--- src/rtl/prescaler_prog.sv ---
// prescaler_prog: programmable double-buffered clock-enable prescaler with start/stop and one-shot mode
// Ports:
//   clk      system clock, all state on rising edge
//   clr_n    asynchronous active-low reset
//   ce       count enable
//   clr      synchronous clear
//   start    begin/restart counting (single-cycle pulse)
//   stop     abort counting (single-cycle pulse, wins over start)
//   mode     0 = periodic, 1 = one-shot; sampled on start
//   div_load write div_val into the shadow divide register
//   div_val  new divide value
//   co       registered terminal pulse, one clk wide, every active+1 enabled clocks
//   busy     high while running
//   count    current counter value
//   clk_div  toggle output, only live when PRESCALER_TOGGLE_EN is defined (else tied to 0)
module prescaler_prog #(
   parameter int WIDTH = 20,
   parameter logic [WIDTH-1:0] DEFAULT_DIV = '1
) (
   input  logic             clk,
   input  logic             clr_n,
   input  logic             ce,
   input  logic             clr,
   input  logic             start,
   input  logic             stop,
   input  logic             mode,
   input  logic             div_load,
   input  logic [WIDTH-1:0] div_val,
   output logic             co,
   output logic             busy,
   output logic [WIDTH-1:0] count,
   output logic             clk_div
);
   typedef enum logic {IDLE, RUN} state_t;
   state_t state;
   logic [WIDTH-1:0] shadow, active, shadow_nxt;
   logic mode_q, term, fire;
   // a load on the same edge as a reload point bypasses straight into active
   assign shadow_nxt = div_load ? div_val : shadow;
   assign term = state == RUN && ce && count == active;
   assign fire = term && !clr && !stop && !start;
   always_ff @(posedge clk or negedge clr_n)
      if (!clr_n) begin
         state  <= IDLE;
         busy   <= 1'b0;
         co     <= 1'b0;
         count  <= '0;
         mode_q <= 1'b0;
         shadow <= DEFAULT_DIV;
         active <= DEFAULT_DIV;
      end else begin
         shadow <= shadow_nxt;
         if (clr) begin
            state  <= IDLE;
            busy   <= 1'b0;
            co     <= 1'b0;
            count  <= '0;
            active <= shadow_nxt;
         end else if (stop) begin
            state <= IDLE;
            busy  <= 1'b0;
            co    <= 1'b0;
            count <= '0;
         end else if (start) begin
            state  <= RUN;
            busy   <= 1'b1;
            co     <= 1'b0;
            count  <= '0;
            mode_q <= mode;
            active <= shadow_nxt;
         end else if (fire) begin
            co     <= 1'b1;
            count  <= '0;
            active <= shadow_nxt;
            if (mode_q) begin
               state <= IDLE;
               busy  <= 1'b0;
            end
         end else begin
            co <= 1'b0;
            if (state == RUN && ce) count <= count + 1'b1;
         end
      end
`ifdef PRESCALER_TOGGLE_EN
   logic tog;
   always_ff @(posedge clk or negedge clr_n)
      if (!clr_n) tog <= 1'b0;
      else if (fire) tog <= ~tog;
   assign clk_div = tog;
`else
   assign clk_div = 1'b0;
`endif
endmodule

--- config.mk ---
export PLATFORM = sky130hd
export DESIGN_NAME = prescaler_prog
export DESIGN_NICKNAME = d
export VERILOG_FILES = /design/src/rtl/prescaler_prog.sv
export SDC_FILE = /design/constraint.sdc
export NUM_CORES = 1
export LEC_CHECK = 0
export CAP_MARGIN = 25
export CORE_MARGIN = 5
export CORE_UTILIZATION = 55
export CTS_CLUSTER_SIZE = 14
export DETAILED_ROUTE_END_ITERATION = 12
export PLACE_DENSITY = 0.81
export SKIP_LAST_GASP = 1
export SLEW_MARGIN = 20
export SYNTH_ARGS = -nofsm -noshare
export SYNTH_HDL_FRONTEND = slang
export SYNTH_SLANG_ARGS = --single-unit
--- constraint.sdc ---
create_clock -name clk -period 4.45 [get_ports clk]
set_input_delay 0.89 -clock clk [delete_from_list [all_inputs] [get_ports clk]]
set_output_delay 0.89 -clock clk [all_outputs]
set_load 0.02 [all_outputs]
Yosys cells after proc, flatten, opt, wreduce, memory -nomap -nowiden
Index checks and enable logic that the tools add are counted.
{ "classes": {"div": 0, "n_eq_ne": 2, "reduce_logical": 15, "shifts": 0, "add_sub_neg": 1, "bitwise": 2, "muxes": 19, "order_cmp": 0, "multipliers": 0} }
{ "ops": {"columns": ["operator", "count"], "rows": [
  ["20-bit 2-to-1 mux", 10],
  ["20-bit by 1-bit adder with 20-bit output, second input constant", 1],
  ["20-bit equality test", 1],
  ["1-bit 2-to-1 mux", 9],
  ["4-bit nonzero test", 2],
  ["1-bit logical AND", 5],
  ["5-bit nonzero test", 1],
  ["2-bit AND reduction", 2],
  ["1-bit logical NOT", 3],
  ["3-bit AND reduction", 1],
  ["3-bit nonzero test", 1],
  ["2-bit != test, second input constant", 1],
  ["1-bit NOT", 2]
]} }
{ "word_totals": {"ram_bits": 0, "rom_bits": 0, "register_bits": 63, "latchBits": 0, "memories": 0} }

Logic depth before layout (Yosys ltp)
{ "logic_depth": {"word_depth": 9, "mapped_depth": 6, "ltp_nobuf": 6} }

Worst setup path before layout
OpenSTA, ideal clock, no wires.
{ "synth_timing": {"kind": "input to register", "startpoint": "input port ce", "endpoint": "register active[0]", "arrival_ns": 2.259, "setup_ns": 0.088, "setup_slack_ns": 2.103, "n_path_buf": 1, "stages": 6, "cell_sequence": "nand2_1 a2111oi_0 nand3_1 or3_4 buf_6 a221oi_2"} }
{ "synth_via": {"elab_chain_len": 7} }
{ "synth_lines": {"columns": ["element", "line_no", "rtl"], "rows": [
  ["start: declaration", "22", "input logic ce,"],
  ["1-bit logical AND (2 in a row)", "40", "assign term = state == RUN && ce && count == active;"],
  ["1-bit logical AND (3 in a row)", "41", "assign fire = term && !clr && !stop && !start;"],
  ["3-bit nonzero test (no line)", null, null],
  ["2-bit AND reduction (no line)", null, null],
  ["end signal: assignment", "58", "active <= shadow_nxt;"],
  ["end signal: assignment", "70", "active <= shadow_nxt;"],
  ["end signal: assignment", "74", "active <= shadow_nxt;"],
  ["end: declaration", "36", "logic [WIDTH-1:0] shadow, active, shadow_nxt;"]
]} }
Every way passes these cells.
A chain may end at the register's enable or synchronous reset.

Final worst setup path
{ "layout_timing": {"startpoint": "input port ce", "endpoint": "register active[17]"} }
Same word-level chain as after synthesis.

==> results.json <==
{
  "critPathBufInv": 1,
  "placementRows": 28,
  "die_area_mm2": 0.00752,
  "cp.arrival_ps": 3130,
  "synthArstFlopShare": 1.00,
  "route.detailed.drc": 0,
  "wire_per_inst_um": 16.6,
  "nFillCells": 458,
  "grt_pass1_vias": 2337,
  "grt_use_total": 0.203,
  "cts_tree": "yes",
  "ctsHoldBuffers": 0,
  "cts_root_buffer": "clkbuf_8",
  "fin_crit_ps": 2880,
  "grt_first_pass_wirelength_mm": 11.7,
  "antenna_found_initial": 0,
  "seqCellArea_mm2": 0.00163,
  "cts_resized": 0,
  "worst_slew_pin_slew_ps": 781,
  "period_share": 0.647,
  "fin_cells": 430,
  "start_util": 0.556,
  "drive_gt1_frac": 0.248,
  "grt_busiest_layer": "met2",
  "cts_inserted_buffers": 9,
  "yosysWarnings": 0,
  "clock_path_buffers": 2,
  "dp.cells": 414,
  "critical_path.max_stage_delay_ps": 600,
  "die_h_um": 86.7,
  "port_buffers": 49,
  "post_drt_via_cell_ratio": 5.43,
  "first_pass_iters": 4,
  "power_mw": 1.51,
  "skew_ps": 9.56,
  "ir_drop_v": 0.000201,
  "crit_required_ps": 4710,
  "endpoint_kind": "flop",
  "synth_seq_cells": 63,
  "dr.first_iter.drc_count": 140,
  "hold_viol": 0,
  "drv_slew": 0,
  "synth-edff-count": 0,
  "yosysTopAreaCellShare": 0.325,
  "cts_htree_levels": 3,
  "grt_util_met3": 0.0428,
  "power_density_mw_per_mm2": 377,
  "drv_cap": 0,
  "ys_seq_area_frac": 0.503,
  "critPathKind": "input port to flop",
  "synth_area_mm2": 0.00324,
  "cts_setup_buffers": 0,
  "synthesis.instances": 300,
  "use_met1": 0.288,
  "routabilityCongestion": 0.827,
  "vias": 2337,
  "post-synth-top-count-cell": "nor2_1",
  "chipWidth_um": 86.7,
  "synth_top_cell_by_area": "dfstp_2",
  "synthFlopType": "dfstp_2",
  "synth_area_leaders": "dfstp_2 (32%), dfrtp_1 (18%), a221oi_2 (8.8%)",
  "synth.distinct_cells": 38,
  "crit_path_start_kind": "input port",
  "ant_nets": 0,
  "core_region_area_mm2": 0.00582,
  "io_pins": 51,
  "setup_viol": 0,
  "status": "complete, no violations",
  "fmax_mhz": 348,
  "grtUsageMet2": 0.312,
  "p_leak_nw": 1.68,
  "rsz0062_at_grt": "no",
  "grt-ovfl-total": 0,
  "syn_avg_cell_area_um2": 10.8,
  "diodes": 0,
  "grt_max_degree": 64,
  "synth_nets": 329,
  "multi_input_area_mm2": 0.00140,
  "fin_setup_tns_ps": 0,
  "crit_slowest_cell": "or3_4",
  "hp-class": "flop to flop",
  "crit_family": "simple AND/OR/NAND/NOR gates",
  "hpwlAfterDp_mm": 4.97,
  "crit_fanout": 22,
  "slew_headroom": 0.479,
  "final_nets": 379,
  "drt-total-wl_mm": 7.13,
  "path_cells": "clkdlybuf4s50_1, nand2_1, a2111oi_0, nand3_1, or3_4, a221oi_1",
  "synth_common_cells": "nor2_1 (66), dfstp_2 (40), inv_1 (29), dfrtp_1 (23), mux2i_1 (20)",
  "syn_to_final_growth_pct": 24.1,
  "clkLatencyLatePin_ps": 350,
  "cts_sinks": 63,
  "clkTransAtPathRegs_ps": 70
}
[layout make-up]
cell class | count | area share
flip-flops and latches | 63 | 0.405
repair buffers | 53 | 0.130
well taps | 75 | 0.0234
multi-input cells | 194 | 0.349
clock inverters | 6 | 0.0281
inverters | 29 | 0.0271
clock buffers | 10 | 0.0371
[power breakdown]
group	total (mW)	internal, mW	leakage, nW	switching, mW
Combinational	0.169	0.0839	0.814	0.0850
Sequential	0.693	0.654	0.739	0.0390
Clock	0.650	0.408	0.129	0.242
[metrics by stage]
stage | utilization | cell area (um2) | hold slack (ps) | setup WS [ps]
3_5_place_dp | 0.645 | 3750 | 509 | 1200
2_1_floorplan | - | 3240 | 480 | 2100
3_3_place_gp | 0.643 | 3740 | 489 | 1290
6_report | 0.690 | 4010 | 539 | 1570
5_1_grt | 0.690 | 4010 | 564 | 1430
4_1_cts | 0.690 | 4010 | 537 | 1580
[per-layer routing]
layer / share of wire / up-vias
met1: 0.46 / 1151
met4: 0.017 / 0
met3: 0.039 / 11
met2: 0.48 / 56
li1: - / 1119
met5: 0 / -
[sequential cells by signal (all words and copies together), names as in the netlist]
name,cells
active,20
co,1
count,20
mode_q,1
shadow,20
state,1
[tightest hold or removal path, delay by kind of cell (launching register included)]
kind	cells	cell delay (ps)
and+or+nand+nor	1	100
AOI/OAI and AO/OA	1	50
DFF	1	390
[cells in the final DEF (no fill, tap or decap), types with 2 or more instances in the layout]
cell type	n
a21oi_1	2
a221oi_1	2
a221oi_2	19
and2_1	2
and3_1	2
and4_1	2
buf_4	3
bufinv_16	3
clkbuf_8	9
clkdlybuf4s50_1	48
dfrtp_1	23
dfstp_2	40
inv_1	29
mux2i_1	20
nand2_1	8
nand2b_1	2
nand3_1	10
nand4_1	7
nor2_1	66
nor2b_1	2
o22ai_1	2
or2b_1	2
xnor2_1	12
xor2_1	19
[final timing paths]
kind                       slack [ps]          to  depth (start not counted)        from
min in group asynchronous         710    count[4]                          2       clr_n
max reg2reg                      2080  active[17]                          5   active[1]
max                              1570  active[17]                          6          ce
min reg2reg                       540  active[17]                          2  active[17]
max in group asynchronous        3260       state                          2       clr_n
min                               540  active[17]                          2  active[17]
[kinds of logic (layout without fill, tap and decap cells)]
group,after synthesis,count (layout),synth area share
compound gates,31,31,0.117
xor+xnor,31,31,0.0839
fa+ha+maj,1,1,0.00387
buf+inv,43,98,0.0704
flops,63,63,0.503
mux,21,21,0.0654
other cells,1,1,0.00116
simple gates,109,109,0.155
Power figures use the tool's default switching activity.
